<file path="src/rtl/pipe_pkg.sv">
// Shared pipeline types for the 16-bit processor: control bundles, ALU op
// classes and the ID/EX slot record.
package pipe_pkg;

  localparam int DATA_W = 16;
  localparam int REG_W  = 3;

  localparam logic [REG_W-1:0] REG_ZERO = 3'd0;

  typedef enum logic [1:0] {
    ALU_ADD   = 2'b00,
    ALU_SUB   = 2'b01,
    ALU_FUNCT = 2'b10,
    ALU_RSVD  = 2'b11
  } alu_op_e;

  typedef struct packed {
    logic    alu_src;
    alu_op_e alu_op;
    logic    reg_dest;
  } ex_ctrl_t;

  typedef struct packed {
    logic mem_read;
    logic mem_write;
    logic branch;
  } mem_ctrl_t;

  typedef struct packed {
    logic reg_write;
    logic mem_to_reg;
  } wb_ctrl_t;

  // Everything EX needs from one instruction; an all-zero record is a bubble.
  typedef struct packed {
    logic [DATA_W-1:0] pc4;
    logic [DATA_W-1:0] data1;
    logic [DATA_W-1:0] data2;
    logic [DATA_W-1:0] addr;
    logic [REG_W-1:0]  rs;
    logic [REG_W-1:0]  rt;
    logic [REG_W-1:0]  rd;
    ex_ctrl_t          ex;
    mem_ctrl_t         mem;
    wb_ctrl_t          wb;
    logic              valid;
  } id_ex_t;

  // What the ID/EX register does on the coming edge, in priority order.
  typedef enum logic [1:0] {
    ACT_HOLD   = 2'b00,
    ACT_FLUSH  = 2'b01,
    ACT_BUBBLE = 2'b10,
    ACT_LOAD   = 2'b11
  } slot_action_e;

  function automatic logic regMatch(input logic en,
                                    input logic [REG_W-1:0] a,
                                    input logic [REG_W-1:0] b);
    return en && (a == b);
  endfunction

endpackage

</file>
<file path="src/rtl/hazard_detect.sv">
// Load-use hazard equation: the ID instruction reads the register that the
// load currently in EX has not yet fetched from memory.
module hazard_detect
  import pipe_pkg::*;
(
  input  logic             validEx,
  input  logic             memReadEx,
  input  logic [REG_W-1:0] loadDest,
  input  logic             useRs,
  input  logic [REG_W-1:0] rs,
  input  logic             useRt,
  input  logic [REG_W-1:0] rt,
  output logic             hazard
);

  // Register 0 is hard-wired, so a load targeting it can never be consumed.
  assign hazard = validEx && memReadEx && (loadDest != REG_ZERO) &&
                  (regMatch(useRs, rs, loadDest) || regMatch(useRt, rt, loadDest));

endmodule

</file>
<file path="src/rtl/id_ex_stage.sv">
// ID/EX pipeline register with load-use bubble injection, branch flush,
// global hold and saturating bubble/flush event counters.
module id_ex_stage
  import pipe_pkg::*;
#(
  parameter int CNT_W = 16
) (
  input  logic              clock,
  input  logic              reset_n,
  input  logic [15:0]       pc4_id,
  input  logic [15:0]       rd1_id,
  input  logic [15:0]       rd2_id,
  input  logic [15:0]       imm_id,
  input  logic [2:0]        rs_id,
  input  logic [2:0]        rt_id,
  input  logic [2:0]        rd_id,
  input  logic              use_rs_id,
  input  logic              use_rt_id,
  input  logic              alu_src_id,
  input  logic              reg_dest_id,
  input  logic [1:0]        alu_op_id,
  input  logic              mem_read_id,
  input  logic              mem_write_id,
  input  logic              branch_id,
  input  logic              reg_write_id,
  input  logic              mem_to_reg_id,
  input  logic              flush,
  input  logic              hold,
  output logic [15:0]       PC4,
  output logic [15:0]       data1ALU,
  output logic [15:0]       data2ALU,
  output logic [15:0]       address,
  output logic [2:0]        reg1,
  output logic [2:0]        reg2,
  output logic [2:0]        reg3,
  output logic              ALUSrc_EX,
  output logic              regDestEx,
  output logic [1:0]        ALUOpEx,
  output logic              mem_read_ex,
  output logic              mem_write_ex,
  output logic              branch_ex,
  output logic              reg_write_ex,
  output logic              mem_to_reg_ex,
  output logic              valid_ex,
  output logic              stall,
  output logic [CNT_W-1:0]  bubble_cnt,
  output logic [CNT_W-1:0]  flush_cnt
);

  localparam logic [CNT_W-1:0] CNT_MAX = '1;
  localparam logic [CNT_W-1:0] CNT_ONE = CNT_W'(1);

  id_ex_t       exSlot;
  id_ex_t       idSlot;
  slot_action_e action;
  logic         hazard;

  // NOTE: every always_comb output gets a default first so no path can infer a latch.
  always_comb begin
    idSlot             = '0;
    idSlot.pc4         = pc4_id;
    idSlot.data1       = rd1_id;
    idSlot.data2       = rd2_id;
    idSlot.addr        = imm_id;
    idSlot.rs          = rs_id;
    idSlot.rt          = rt_id;
    idSlot.rd          = rd_id;
    idSlot.ex.alu_src  = alu_src_id;
    idSlot.ex.alu_op   = alu_op_e'(alu_op_id);
    idSlot.ex.reg_dest = reg_dest_id;
    idSlot.mem.mem_read  = mem_read_id;
    idSlot.mem.mem_write = mem_write_id;
    idSlot.mem.branch    = branch_id;
    idSlot.wb.reg_write  = reg_write_id;
    idSlot.wb.mem_to_reg = mem_to_reg_id;
    idSlot.valid       = 1'b1;
  end

  hazard_detect u_hazard (
    .validEx   (exSlot.valid),
    .memReadEx (exSlot.mem.mem_read),
    .loadDest  (exSlot.rt),
    .useRs     (use_rs_id),
    .rs        (rs_id),
    .useRt     (use_rt_id),
    .rt        (rt_id),
    .hazard    (hazard)
  );

  // hold outranks flush, which outranks the load-use bubble.
  always_comb begin
    action = ACT_LOAD;
    if (hold)        action = ACT_HOLD;
    else if (flush)  action = ACT_FLUSH;
    else if (hazard) action = ACT_BUBBLE;
  end

  assign stall = (action == ACT_BUBBLE);

  // NOTE: sequential state uses non-blocking assignments only; the slot is a
  // handful of flops, not a memory, so it is cleared by the async reset.
  always_ff @(posedge clock or negedge reset_n) begin
    if (!reset_n) begin
      exSlot     <= '0;
      bubble_cnt <= '0;
      flush_cnt  <= '0;
    end else begin
      unique case (action)
        ACT_HOLD: ;
        ACT_FLUSH: begin
          exSlot <= '0;
          if (flush_cnt != CNT_MAX) flush_cnt <= flush_cnt + CNT_ONE;
        end
        ACT_BUBBLE: begin
          exSlot <= '0;
          if (bubble_cnt != CNT_MAX) bubble_cnt <= bubble_cnt + CNT_ONE;
        end
        ACT_LOAD: exSlot <= idSlot;
        default: exSlot <= '0;
      endcase
    end
  end

  assign PC4           = exSlot.pc4;
  assign data1ALU      = exSlot.data1;
  assign data2ALU      = exSlot.data2;
  assign address       = exSlot.addr;
  assign reg1          = exSlot.rs;
  assign reg2          = exSlot.rt;
  assign reg3          = exSlot.rd;
  assign ALUSrc_EX     = exSlot.ex.alu_src;
  assign regDestEx     = exSlot.ex.reg_dest;
  assign ALUOpEx       = exSlot.ex.alu_op;
  assign mem_read_ex   = exSlot.mem.mem_read;
  assign mem_write_ex  = exSlot.mem.mem_write;
  assign branch_ex     = exSlot.mem.branch;
  assign reg_write_ex  = exSlot.wb.reg_write;
  assign mem_to_reg_ex = exSlot.wb.mem_to_reg;
  assign valid_ex      = exSlot.valid;

endmodule

</file>
<file path="config.mk">
export PLATFORM = sky130hd
export DESIGN_NAME = id_ex_stage
export DESIGN_NICKNAME = d
export VERILOG_FILES = /design/src/rtl/pipe_pkg.sv /design/src/rtl/hazard_detect.sv /design/src/rtl/id_ex_stage.sv
export SDC_FILE = /design/constraint.sdc
export NUM_CORES = 1
export LEC_CHECK = 0
export ABC_CLOCK_PERIOD_IN_PS = 2340
export CORE_ASPECT_RATIO = 1.1
export CORE_MARGIN = 2
export CORE_UTILIZATION = 25
export CTS_CLUSTER_SIZE = 14
export DETAILED_ROUTE_END_ITERATION = 7
export MAX_ROUTING_LAYER = met4
export PLACE_DENSITY = 0.65
export SLEW_MARGIN = 20
export SYNTH_ARGS = -nofsm -noshare
export SYNTH_HDL_FRONTEND = slang
export SYNTH_SLANG_ARGS = --single-unit
</file>
<file path="constraint.sdc">
create_clock -name clock -period 2.34 [get_ports clock]
set_input_delay 0.468 -clock clock [delete_from_list [all_inputs] [get_ports clock]]
set_output_delay 0.468 -clock clock [all_outputs]
set_load 0.005 [all_outputs]
</file>
==> impl_metrics.xml <==
<?xml version="1.0" encoding="UTF-8"?>
<metrics>
  <group name="timing">
    <metric name="finalSetupViolations" unit="">0</metric>
    <metric name="slew_headroom" unit="%">61.7</metric>
    <metric name="finalCriticalPeriod" unit="ns">2.25</metric>
    <metric name="fmaxAchievable" unit="GHz">0.445</metric>
    <metric name="tns" unit="ns">0</metric>
    <metric name="min_period_over_period" unit="%">96.1</metric>
    <metric name="worst_slew_pin_slew" unit="ns">0.575</metric>
    <metric name="fin_skew" unit="ns">0.00548</metric>
    <metric name="rsz0062_at_grt" unit="">false</metric>
    <metric name="final_hold_viol_count" unit="">0</metric>
    <metric name="final_slew_violations" unit="">0</metric>
  </group>
  <group name="global_routing">
    <metric name="grt_usage" unit="%">14.0</metric>
    <metric name="global_route.peak_usage_layer" unit="">met2</metric>
    <metric name="vias_in_the_first_global_route" unit="">3821</metric>
    <metric name="grt_antenna_before_repair" unit="">0</metric>
    <metric name="grt_first_pass_wirelength" unit="um">20700</metric>
    <metric name="global_route.overflow_total" unit="">0</metric>
    <metric name="global_route_met3_usage" unit="%">3.98</metric>
    <metric name="grt.met1_usage" unit="%">17.0</metric>
    <metric name="grt_util_met2" unit="%">22.3</metric>
    <metric name="grt_max_degree" unit="">57</metric>
  </group>
  <group name="die">
    <metric name="num_io_pins" unit="">204</metric>
    <metric name="die_width" unit="um">132</metric>
    <metric name="floorplan.initialDensity" unit="%">25.6</metric>
    <metric name="coreArea" unit="um2">17700</metric>
    <metric name="die_h" unit="um">145</metric>
    <metric name="fp.dieArea" unit="um2">19200</metric>
    <metric name="std_cell_rows" unit="">51</metric>
  </group>
  <group name="synth">
    <metric name="top_count_cell_post_synth" unit="">sky130_fd_sc_hd__dfrtp_1</metric>
    <metric name="syn-cell-area" unit="um2">4540</metric>
    <metric name="synthTopCellsByCount" unit="">115 x sky130_fd_sc_hd__dfrtp_1, 81 x sky130_fd_sc_hd__a22o_1, 28 x sky130_fd_sc_hd__xnor2_1</metric>
    <metric name="post_synth_and_or_nand_nor_area_fraction" unit="%">8.11</metric>
    <metric name="synth.yosys.warnings" unit="">0</metric>
    <metric name="asyncSetResetFlopFracSynth" unit="%">100</metric>
    <metric name="synth_top_family_by_area" unit="">compound AO/OA/AOI/OAI gates</metric>
    <metric name="synth_cell_type_count" unit="">37</metric>
    <metric name="synthAdderAreaFrac" unit="%">0.552</metric>
    <metric name="syn-num-nets" unit="">420</metric>
    <metric name="post_synth_mux_area_share" unit="%">0.745</metric>
    <metric name="synth_top_flop_cell" unit="">sky130_fd_sc_hd__dfrtp_1</metric>
    <metric name="synth_enable_flop_cells" unit="">0</metric>
    <metric name="postSynthAreaPerCell" unit="um2">13.7</metric>
    <metric name="synth.largest_area_cell" unit="">sky130_fd_sc_hd__dfrtp_1</metric>
    <metric name="post_synth_inst_count" unit="">330</metric>
    <metric name="yosys_register_bits" unit="">115</metric>
    <metric name="sequential_element_share_of_the_synthesized_area" unit="%">63.4</metric>
    <metric name="synth_compound_area_share" unit="%">18.1</metric>
    <metric name="synth_xor_xnor_area_share" unit="%">6.56</metric>
    <metric name="synth_area_leaders" unit="">sky130_fd_sc_hd__dfrtp_1 63%, sky130_fd_sc_hd__a22o_1 16%, sky130_fd_sc_hd__xnor2_1 5.4%</metric>
    <metric name="synth_largest_type_area_fraction" unit="%">63.4</metric>
  </group>
  <group name="final_layout">
    <metric name="postLayoutCellArea" unit="um2">7560</metric>
    <metric name="layout.core_utilization" unit="%">42.6</metric>
    <metric name="finalNetCount" unit="">642</metric>
    <metric name="num_antenna_cells" unit="">0</metric>
    <metric name="syn_to_final_growth" unit="%">66.5</metric>
    <metric name="share_of_cells_above_drive_strength_1" unit="%">11.7</metric>
    <metric name="final-instance-count-excl-fill" unit="">803</metric>
  </group>
  <group name="cts">
    <metric name="tritoncts_num_sinks" unit="">115</metric>
    <metric name="htree_levels" unit="">4</metric>
    <metric name="tritoncts" unit="">yes</metric>
    <metric name="clk_latency" unit="ns">0.41</metric>
    <metric name="cts_root_buf" unit="">sky130_fd_sc_hd__clkbuf_16</metric>
    <metric name="max-clock-path-buffers" unit="">2</metric>
    <metric name="clk_transition_reported_paths" unit="ns">0.05</metric>
    <metric name="cts_made_buffers" unit="">17</metric>
  </group>
  <group name="power">
    <metric name="worst_ir_drop_vdd" unit="mV">0.486</metric>
    <metric name="seq_power_share" unit="%">40.4</metric>
    <metric name="clock_power_share" unit="%">44.9</metric>
    <metric name="combinationalPowerShare" unit="%">14.7</metric>
    <metric name="total_power_per_unit_cell_area" unit="nW/um2">752</metric>
    <metric name="p_sw" unit="mW">1.30</metric>
    <metric name="totalPowerFinal" unit="mW">5.68</metric>
    <metric name="internal-power" unit="mW">4.38</metric>
    <metric name="p_leak" unit="nW">3.27</metric>
    <metric name="netSwitchingFraction" unit="%">22.9</metric>
  </group>
  <group name="job">
    <metric name="max_cap_violations" unit="">0</metric>
  </group>
  <group name="placement">
    <metric name="detailedPlacementHpwl" unit="um">9240</metric>
    <metric name="placedInstanceArea" unit="um2">6950</metric>
    <metric name="place.detailed.instances" unit="">771</metric>
    <metric name="numPortBuffers" unit="">203</metric>
    <metric name="gp_routability_congestion" unit="">0.774</metric>
  </group>
  <group name="worst_setup_path">
    <metric name="timing.critical_path.required" unit="ns">1.87</metric>
    <metric name="timing.setup.critical_path_class" unit="">reg2out</metric>
    <metric name="crit_fanout" unit="">5</metric>
    <metric name="worst_setup_path_end_kind" unit="">output port</metric>
    <metric name="crit_path_start_kind" unit="">register</metric>
    <metric name="cp_data_arrival_time" unit="ns">1.78</metric>
    <metric name="reg2reg_setup_slack" unit="ns">0.42</metric>
  </group>
  <group name="drt">
    <metric name="drtPass1Iterations" unit="">4</metric>
    <metric name="drt_first_iter_violations" unit="">149</metric>
    <metric name="route.detailed.vias_per_inst" unit="">4.46</metric>
    <metric name="post-route-drc-count" unit="">0</metric>
    <metric name="postRouteAntennaNets" unit="">0</metric>
    <metric name="wire_per_inst" unit="um">15.7</metric>
    <metric name="drt-total-wl" unit="um">12600</metric>
    <metric name="routed-via-count" unit="">3583</metric>
  </group>
  <group name="hold_path">
    <metric name="min-delay-path-class" unit="">in2async</metric>
  </group>
  <group name="run_status">
    <metric name="run_status" unit="">finished, final reports clean</metric>
  </group>
</metrics>
-- layer usage --
layer  wire length (um)  part of all wire [%]
met1               5570                    44
met2               6250                    50
met3                599                   4.7
met4                199                   1.6
met5                  0                     0
-- critical path, stage by stage, from the launching register on --
cell and delay (ns):
sky130_fd_sc_hd__dfrtp_2 0.42, sky130_fd_sc_hd__o311ai_2 0.15, sky130_fd_sc_hd__or3_4 0.37, sky130_fd_sc_hd__a21oi_1 0.15, sky130_fd_sc_hd__dlygate4sd2_1 0.28
-- kinds of logic (layout without fill, tap and decap cells) --
kind of cell,Yosys count,in the layout
XOR/XNOR,34,34
adder cells (fa/ha/maj),2,2
multiplexers,3,3
AND/OR/NAND/NOR,61,61
AO/OA/AOI/OAI,94,94
flip-flops,115,115
buffers and inverters,21,256
-- placed cells by master (no fill, tap or decap), drive strengths merged --
cell type / synthesis / layout
clkdlybuf4s50: 0 / 199
dfrtp: 115 / 115
a22o: 82 / 82
xnor2: 28 / 28
clkbuf: 10 / 22
buf: 9 / 21
nand4: 11 / 11
nand3: 11 / 11
and3: 10 / 10
nand2: 9 / 9
and4: 6 / 6
xor2: 6 / 6
clkinv: 0 / 6
a21oi: 5 / 5
nor2: 4 / 4
mux2: 3 / 3
inv: 2 / 2
ha: 2 / 2
bufinv: 0 / 2
clkinvlp: 0 / 2
o311ai: 2 / 2
or3: 2 / 2
nor3: 2 / 2
a211oi: 2 / 2
a21boi: 2 / 2
and4bb: 1 / 1
nand2b: 1 / 1
and2: 1 / 1
nor2b: 1 / 1
nor3b: 1 / 1
a21o: 1 / 1
nand4b: 1 / 1
dlymetal6s2s: 0 / 1
dlygate4sd2: 0 / 1
-- state kept, by name, indices dropped and copies added, names as in the netlist --
register / cells
address: 16
mem_read_ex: 1
ALUOpEx: 2
mem_to_reg_ex: 1
reg3: 3
reg_write_ex: 1
branch_ex: 1
data2ALU: 16
valid_ex: 1
regDestEx: 1
data1ALU: 16
flush_cnt: 16
reg2: 3
PC4: 16
reg1: 3
ALUSrc_EX: 1
mem_write_ex: 1
bubble_cnt: 16
-- path summary, 6_finish.rpt --
kind                               start  cells after the start             to
max in group asynchronous        reset_n                      2     address[3]
min                              reset_n                      1  bubble_cnt[6]
max reg2reg                      reg2[1]                      6    data2ALU[5]
max                              reg2[1]                      4          stall
min in group clock              rs_id[2]                      2        reg1[2]
min reg2reg                bubble_cnt[7]                      1  bubble_cnt[7]
-- what timing repair did --
item / 4_1_cts / 5_1_grt
endpoints found under the setup margin: 1 / 1
pin swaps: 0 / 1
gates resized for setup: 5 / 1
hold buffers: 0 / 0
setup buffers: 0 / 0
-- power by group through the flow --
| stage | clock (mW) | sequential, mW | combinational (mW) |
|---|---|---|---|
| 2_1_floorplan | 0 | 2.32 | 0.233 |
| 3_3_place_gp | 0 | 2.32 | 0.833 |
| 3_5_place_dp | 0 | 2.32 | 0.850 |
| 4_1_cts | 2.62 | 2.30 | 0.851 |
| 5_1_grt | 2.72 | 2.33 | 0.901 |
| 6_report | 2.55 | 2.30 | 0.835 |
-- through the flow --
step	setup slack [ns]	hold WS (ns)
global route	0.0189	0.0281
finish	0.0923	0.00609
detailed placement	-0.237	0.453
global placement	-0.208	0.442
floorplan	0.531	0.172
CTS	0.0383	0.00519
-- area by class of cell --
type	count	area [um2]
multi-input combinational	194	1560
fill	1629	10200
inverter	2	7.51
clock inverter	10	105
tap	238	298
timing repair buffer	222	2220
sequential	115	2880
clock buffer	22	484
No activity file was read; power rests on OpenSTA's default activity.
